$ cat config.mk
export PLATFORM = sky130hd
export DESIGN_NAME = sync_fifo_param
export DESIGN_NICKNAME = d
export VERILOG_FILES = /design/src/rtl/sync_fifo_param.sv
export SDC_FILE = /design/constraint.sdc
export NUM_CORES = 1
export LEC_CHECK = 0
export CORE_AREA = 4 4 334 336
export CTS_CLUSTER_DIAMETER = 150
export DETAILED_ROUTE_END_ITERATION = 8
export DIE_AREA = 0 0 338 340
export GPL_TIMING_DRIVEN = 0
export PLACE_DENSITY = 0.57
export SLEW_MARGIN = 15
export SYNTH_ARGS = -nofsm -noshare
export SYNTH_HDL_FRONTEND = slang
export SYNTH_SLANG_ARGS = --single-unit
$ cat constraint.sdc
create_clock -name clk_i -period 9.1 [get_ports clk_i]
set_input_delay 1.82 -clock clk_i [delete_from_list [all_inputs] [get_ports clk_i]]
set_output_delay 1.82 -clock clk_i [all_outputs]
set_load 0.01 [all_outputs]
$ cat src/rtl/sync_fifo_param.sv
// sync_fifo_param: parametrised single-clock FIFO with first-word-fall-through or standard
// read mode, occupancy count, almost-full/empty thresholds, flush and sticky error flags.
module sync_fifo_param #(
  parameter int unsigned  DATA_W = 64,
  parameter int unsigned  DEPTH  = 16,
  parameter bit           FWFT   = 1'b1,
  localparam int unsigned LVL_W  = $clog2(DEPTH) + 1
) (
  input  logic              clk_i,
  input  logic              rst_i,
  input  logic              flush_i,
  input  logic              wr_i,
  input  logic [DATA_W-1:0] data_i,
  output logic              wr_ready_o,
  input  logic              rd_i,
  output logic              rd_valid_o,
  output logic [DATA_W-1:0] data_o,
  output logic [LVL_W-1:0]  level_o,
  input  logic [LVL_W-1:0]  afull_thr_i,
  input  logic [LVL_W-1:0]  aempty_thr_i,
  output logic              full_o,
  output logic              empty_o,
  output logic              almost_full_o,
  output logic              almost_empty_o,
  output logic              ovf_o,
  output logic              udf_o,
  input  logic              err_clr_i
);

  localparam int unsigned AW = $clog2(DEPTH);

  logic [DATA_W-1:0] mem_q [DEPTH];

  logic [LVL_W-1:0]  wr_ptr_q, wr_ptr_d;
  logic [LVL_W-1:0]  rd_ptr_q, rd_ptr_d;
  logic [LVL_W-1:0]  level_q, level_d;
  logic [DATA_W-1:0] data_q, data_d;
  logic              rd_valid_q, rd_valid_d;
  logic              full_q, full_d;
  logic              empty_q, empty_d;
  logic              afull_q, afull_d;
  logic              aempty_q, aempty_d;
  logic              ovf_q, ovf_d;
  logic              udf_q, udf_d;

  logic              wr_req, rd_req;
  logic              wr_acc, pop, load, mem_empty;
  logic              ovf_set, udf_set;

  always_comb begin
    // Flush masks both requests, so nothing it overlaps can write, pop or raise an error.
    wr_req    = wr_i & ~flush_i;
    rd_req    = rd_i & ~flush_i;
    mem_empty = (wr_ptr_q == rd_ptr_q);
    wr_acc    = wr_req & ~full_q;
    ovf_set   = wr_req & full_q;

    if (FWFT) begin
      // Output register is a FIFO slot: refill it whenever it is empty or being popped.
      pop     = rd_req & rd_valid_q;
      udf_set = rd_req & ~rd_valid_q;
      load    = ~mem_empty & (~rd_valid_q | pop);
    end else begin
      pop     = rd_req & ~empty_q;
      udf_set = rd_req & empty_q;
      load    = pop;
    end

    wr_ptr_d = wr_acc ? wr_ptr_q + LVL_W'(1) : wr_ptr_q;
    rd_ptr_d = load ? rd_ptr_q + LVL_W'(1) : rd_ptr_q;
    data_d   = load ? mem_q[rd_ptr_q[AW-1:0]] : data_q;

    if (FWFT) begin
      rd_valid_d = load | (rd_valid_q & ~pop);
    end else begin
      rd_valid_d = load;
    end

    unique case ({wr_acc, pop})
      2'b10:   level_d = level_q + LVL_W'(1);
      2'b01:   level_d = level_q - LVL_W'(1);
      default: level_d = level_q;
    endcase

    ovf_d = ovf_set | (ovf_q & ~err_clr_i);
    udf_d = udf_set | (udf_q & ~err_clr_i);

    if (flush_i) begin
      wr_ptr_d   = '0;
      rd_ptr_d   = '0;
      level_d    = '0;
      rd_valid_d = 1'b0;
      data_d     = data_q;
    end

    full_d   = (level_d == LVL_W'(DEPTH));
    empty_d  = (level_d == '0);
    afull_d  = (level_d >= afull_thr_i);
    aempty_d = (level_d <= aempty_thr_i);
  end

  always_ff @(posedge clk_i) begin
    if (wr_acc) begin
      mem_q[wr_ptr_q[AW-1:0]] <= data_i;
    end
  end

  always_ff @(posedge clk_i) begin
    if (rst_i) begin
      wr_ptr_q   <= '0;
      rd_ptr_q   <= '0;
      level_q    <= '0;
      data_q     <= '0;
      rd_valid_q <= 1'b0;
      full_q     <= 1'b0;
      empty_q    <= 1'b1;
      afull_q    <= 1'b0;
      aempty_q   <= 1'b1;
      ovf_q      <= 1'b0;
      udf_q      <= 1'b0;
    end else begin
      wr_ptr_q   <= wr_ptr_d;
      rd_ptr_q   <= rd_ptr_d;
      level_q    <= level_d;
      data_q     <= data_d;
      rd_valid_q <= rd_valid_d;
      full_q     <= full_d;
      empty_q    <= empty_d;
      afull_q    <= afull_d;
      aempty_q   <= aempty_d;
      ovf_q      <= ovf_d;
      udf_q      <= udf_d;
    end
  end

  assign wr_ready_o     = ~full_q;
  assign rd_valid_o     = rd_valid_q;
  assign data_o         = data_q;
  assign level_o        = level_q;
  assign full_o         = full_q;
  assign empty_o        = empty_q;
  assign almost_full_o  = afull_q;
  assign almost_empty_o = aempty_q;
  assign ovf_o          = ovf_q;
  assign udf_o          = udf_q;

endmodule
==> out/qor.yml <==
worst_setup_path:
  cp-end-kind: "flop"
  reg2regPathDepth: 18
  critPathTopFamily: "buffers and inverters"
  cp_max_fo: 9
  worst-path-stages: 18
  cp.required_ns: 9.65
  rrSetupSlack_ns: 5.43
  slowest_stage: "clkdlybuf4s50_1"
  critPathLaunchType: "input pin"
  cp.arrival_ns: 5.46
  path_buf_inv: 4
  worstSetupPathType: "in -> reg"
  slowest_delay_ns: 0.48
  cp_cell_sequence: "clkdlybuf4s50_1 -> and3_1 -> clkbuf_1 -> inv_1 -> ha_1 -> clkbuf_1 -> xor2_1 -> ha_1 -> a21oi_1 -> xor2_1 -> nor2_1 -> xnor2_1 -> nor2_1 -> ha_1 -> a21o_1 -> a21o_1 -> a21oi_1 -> nor2_1"
sta:
  fmax_mhz: 204
  rsz0062_at_grt: "false"
  drv_slew: 0
  finalHoldViolations: 0
  fin_skew_ns: 0.0211
  tns_ns: 0
  setup_violations: 0
  relSlewSlack_pct: 26.8
  tightestPinTransition_ns: 1.10
  fin_crit_sh_pct: 53.9
  fin_crit_ns: 4.91
synth:
  syn_inst: 1814
  synth_compound_area_share_pct: 1.75
  synth_fa_ha_area_share_pct: 0.535
  seq_area_frac_synth_pct: 77.2
  synth-seq-cells: 1110
  synth-xor-area-share_pct: 0.396
  synth_edf_count: 1024
  yosysWarnings: 0
  synth_area_per_cell_um2: 23.2
  synth_flop_cell: "edfxtp_1"
  synth_cell_type_count: 38
  yosys.area_share.simple_pct: 0.824
  synth_top_family_by_area: "multiplexers"
  synthMuxAreaShare_pct: 17.2
  synth_area_um2: 42100
  synth_nets: 1912
  synth-async-reset-ratio_pct: 0
placed_design:
  postPlaceCellArea_um2: 47100
  place_congestion: 0.739
  port_buffers: 155
  dp.final_hpwl_um: 65700
global_routing:
  grt_pass1_wl_um: 147000
  grt_util_all_layers_pct: 17.7
  antenna_found_initial: 14
  grt_overflow: 0
  grt_max_degree: 19
  grt_pass1_vias: 20900
clock_tree:
  path_clk_slew_ns: 0.06
  root_buffer: "clkbuf_16"
  cts.htree.levels: 3
  cts_buffers: 114
  insertion_delay_ns: 0.69
  ctsHoldBuffers: 0
  cts.path.max_buffers: 3
  cts_resized: 0
  numClockSinks: 1110
  tritoncts: "built"
  post-cts-setup-buffers: 0
routing:
  drc: 0
  wirelength_um: 100000
  vias: 19800
  via_per_inst: 5.37
  drt-initial-drc-count: 1934
  antenna_left: 0
  dr.pass1.iters: 5
  wl_per_cell_um: 27.2
cells_and_area:
  finish.instance_area_um2: 50800
  final_common_cell: "edfxtp_1"
  final_cell_mix: "edfxtp_1, mux4_2, clkdlybuf4s50_1"
  ff_latch_area_um2: 32500
  area_delta_synth_final_pct: 20.8
  multiInputGateArea_um2: 8810
  fillers: 8736
  drive_above_1_share_pct: 29.0
  layout.nets: 2275
power_and_ir_drop:
  p_leak_nw: 15.8
  ir_drop_uv: 175
  cellPowerDensity_nw_per_um2: 207
floorplanning:
  die_x_um: 338
  die_area_um2: 115000
  io-pin-count: 157
  die_y_um: 340
  core_area_um2: 109000
  num_rows: 121
  initial_core_util_pct: 38.8
status:
  status: "finished clean"
hold_path:
  min_delay_path_depth: 1
  hp-class: "reg -> reg"
job:
  cap_violations: 0
[power breakdown]
| part | switching [mW] | internal (mW) |
|---|---|---|
| Clock | 1.90 | 2.69 |
| Combinational | 0.178 | 0.149 |
| Sequential | 0.0108 | 5.60 |
| Total | 2.09 | 8.43 |
[through the flow]
stage	std cells	util, %	worst slack (ns)	power [mW]	hold WS (ns)
2_1_floorplan	1814	-	1.52	5.87	0.492
3_3_place_gp	3383	41.8	-5.05	6.03	0.450
3_5_place_dp	3475	43.4	3.50	6.05	0.447
4_1_cts	3690	46.8	4.22	10.6	0.467
5_1_grt	3690	46.8	3.85	10.9	0.478
6_report	3694	46.8	4.19	10.5	0.459
[synthesized netlist by cell type (2+ instances only)]
cell / instances / area, um2
nand3_1: 2 / 10.0
buf_1: 6 / 22.5
a31oi_1: 2 / 12.5
and3_1: 2 / 12.5
clkbuf_1: 28 / 105
nor3_1: 6 / 30.0
dfxtp_1: 86 / 1720
xor2_1: 13 / 114
mux4_2: 320 / 7210
clkinv_1: 64 / 240
o2bb2ai_1: 64 / 561
nand2b_1: 5 / 31.3
mux2i_1: 2 / 20.0
a32oi_1: 2 / 17.5
nor2_1: 39 / 146
xnor2_1: 6 / 52.6
inv_1: 17 / 63.8
o31ai_1: 2 / 15.0
edfxtp_1: 1024 / 30700
buf_2: 36 / 180
nand2_1: 13 / 48.8
ha_1: 18 / 225
nand4_1: 3 / 18.8
a21oi_1: 7 / 35.0
a21o_1: 5 / 37.5
buf_6: 25 / 282
o21ai_0: 4 / 20.0
nor2b_1: 3 / 18.8
[cell families (layout without fill, tap and decap cells)]
logic type | count (synthesis) | after routing
muxes | 322 | 322
xor gates and xnor gates | 19 | 19
DFF | 1110 | 1110
adders and majority gates | 18 | 18
other | 0 | 4
buffers and inverters | 177 | 639
AOI/OAI and AO/OA | 91 | 91
and+or+nand+nor | 77 | 77
[state kept, by name, indices dropped and copies added, names as in the netlist]
name	count
level_o	5
mem_q	1024
empty_o	1
rd_ptr_q	5
ovf_o	1
almost_empty_o	1
udf_o	1
full_o	1
wr_ptr_q	5
almost_full_o	1
data_o	64
rd_valid_o	1
[area by class of cell]
type	instances	area share [%]
clock buffers	153	6.29
well taps	1414	3.48
inverters	81	0.598
diodes	4	0.0197
repair buffers	247	6.11
clock inverters	62	1.06
plain buffers	96	1.17
multi-input cells	527	17.3
flip-flops and latches	1110	63.9
[metal layers]
metal | track usage, % | share of wire, %
met5 | 0 | 0.057
met1 | 24.0 | 42
met2 | 29.9 | 51
met3 | 3.17 | 6.0
met4 | 3.88 | 1.6
[path summary, 6_finish.rpt]
| path | start | endpoint |
|---|---|---|
| min | data_o[40]$_SDFFE_PP0P_ | data_o[40]$_SDFFE_PP0P_ |
| max | wr_i | almost_full_o$_SDFF_PP0_ |
| max reg2reg | full_o$_SDFF_PP0_ | almost_full_o$_SDFF_PP0_ |
| min reg2reg | data_o[40]$_SDFFE_PP0P_ | data_o[40]$_SDFFE_PP0P_ |
Note: power is estimated with default switching activity, not from simulation.
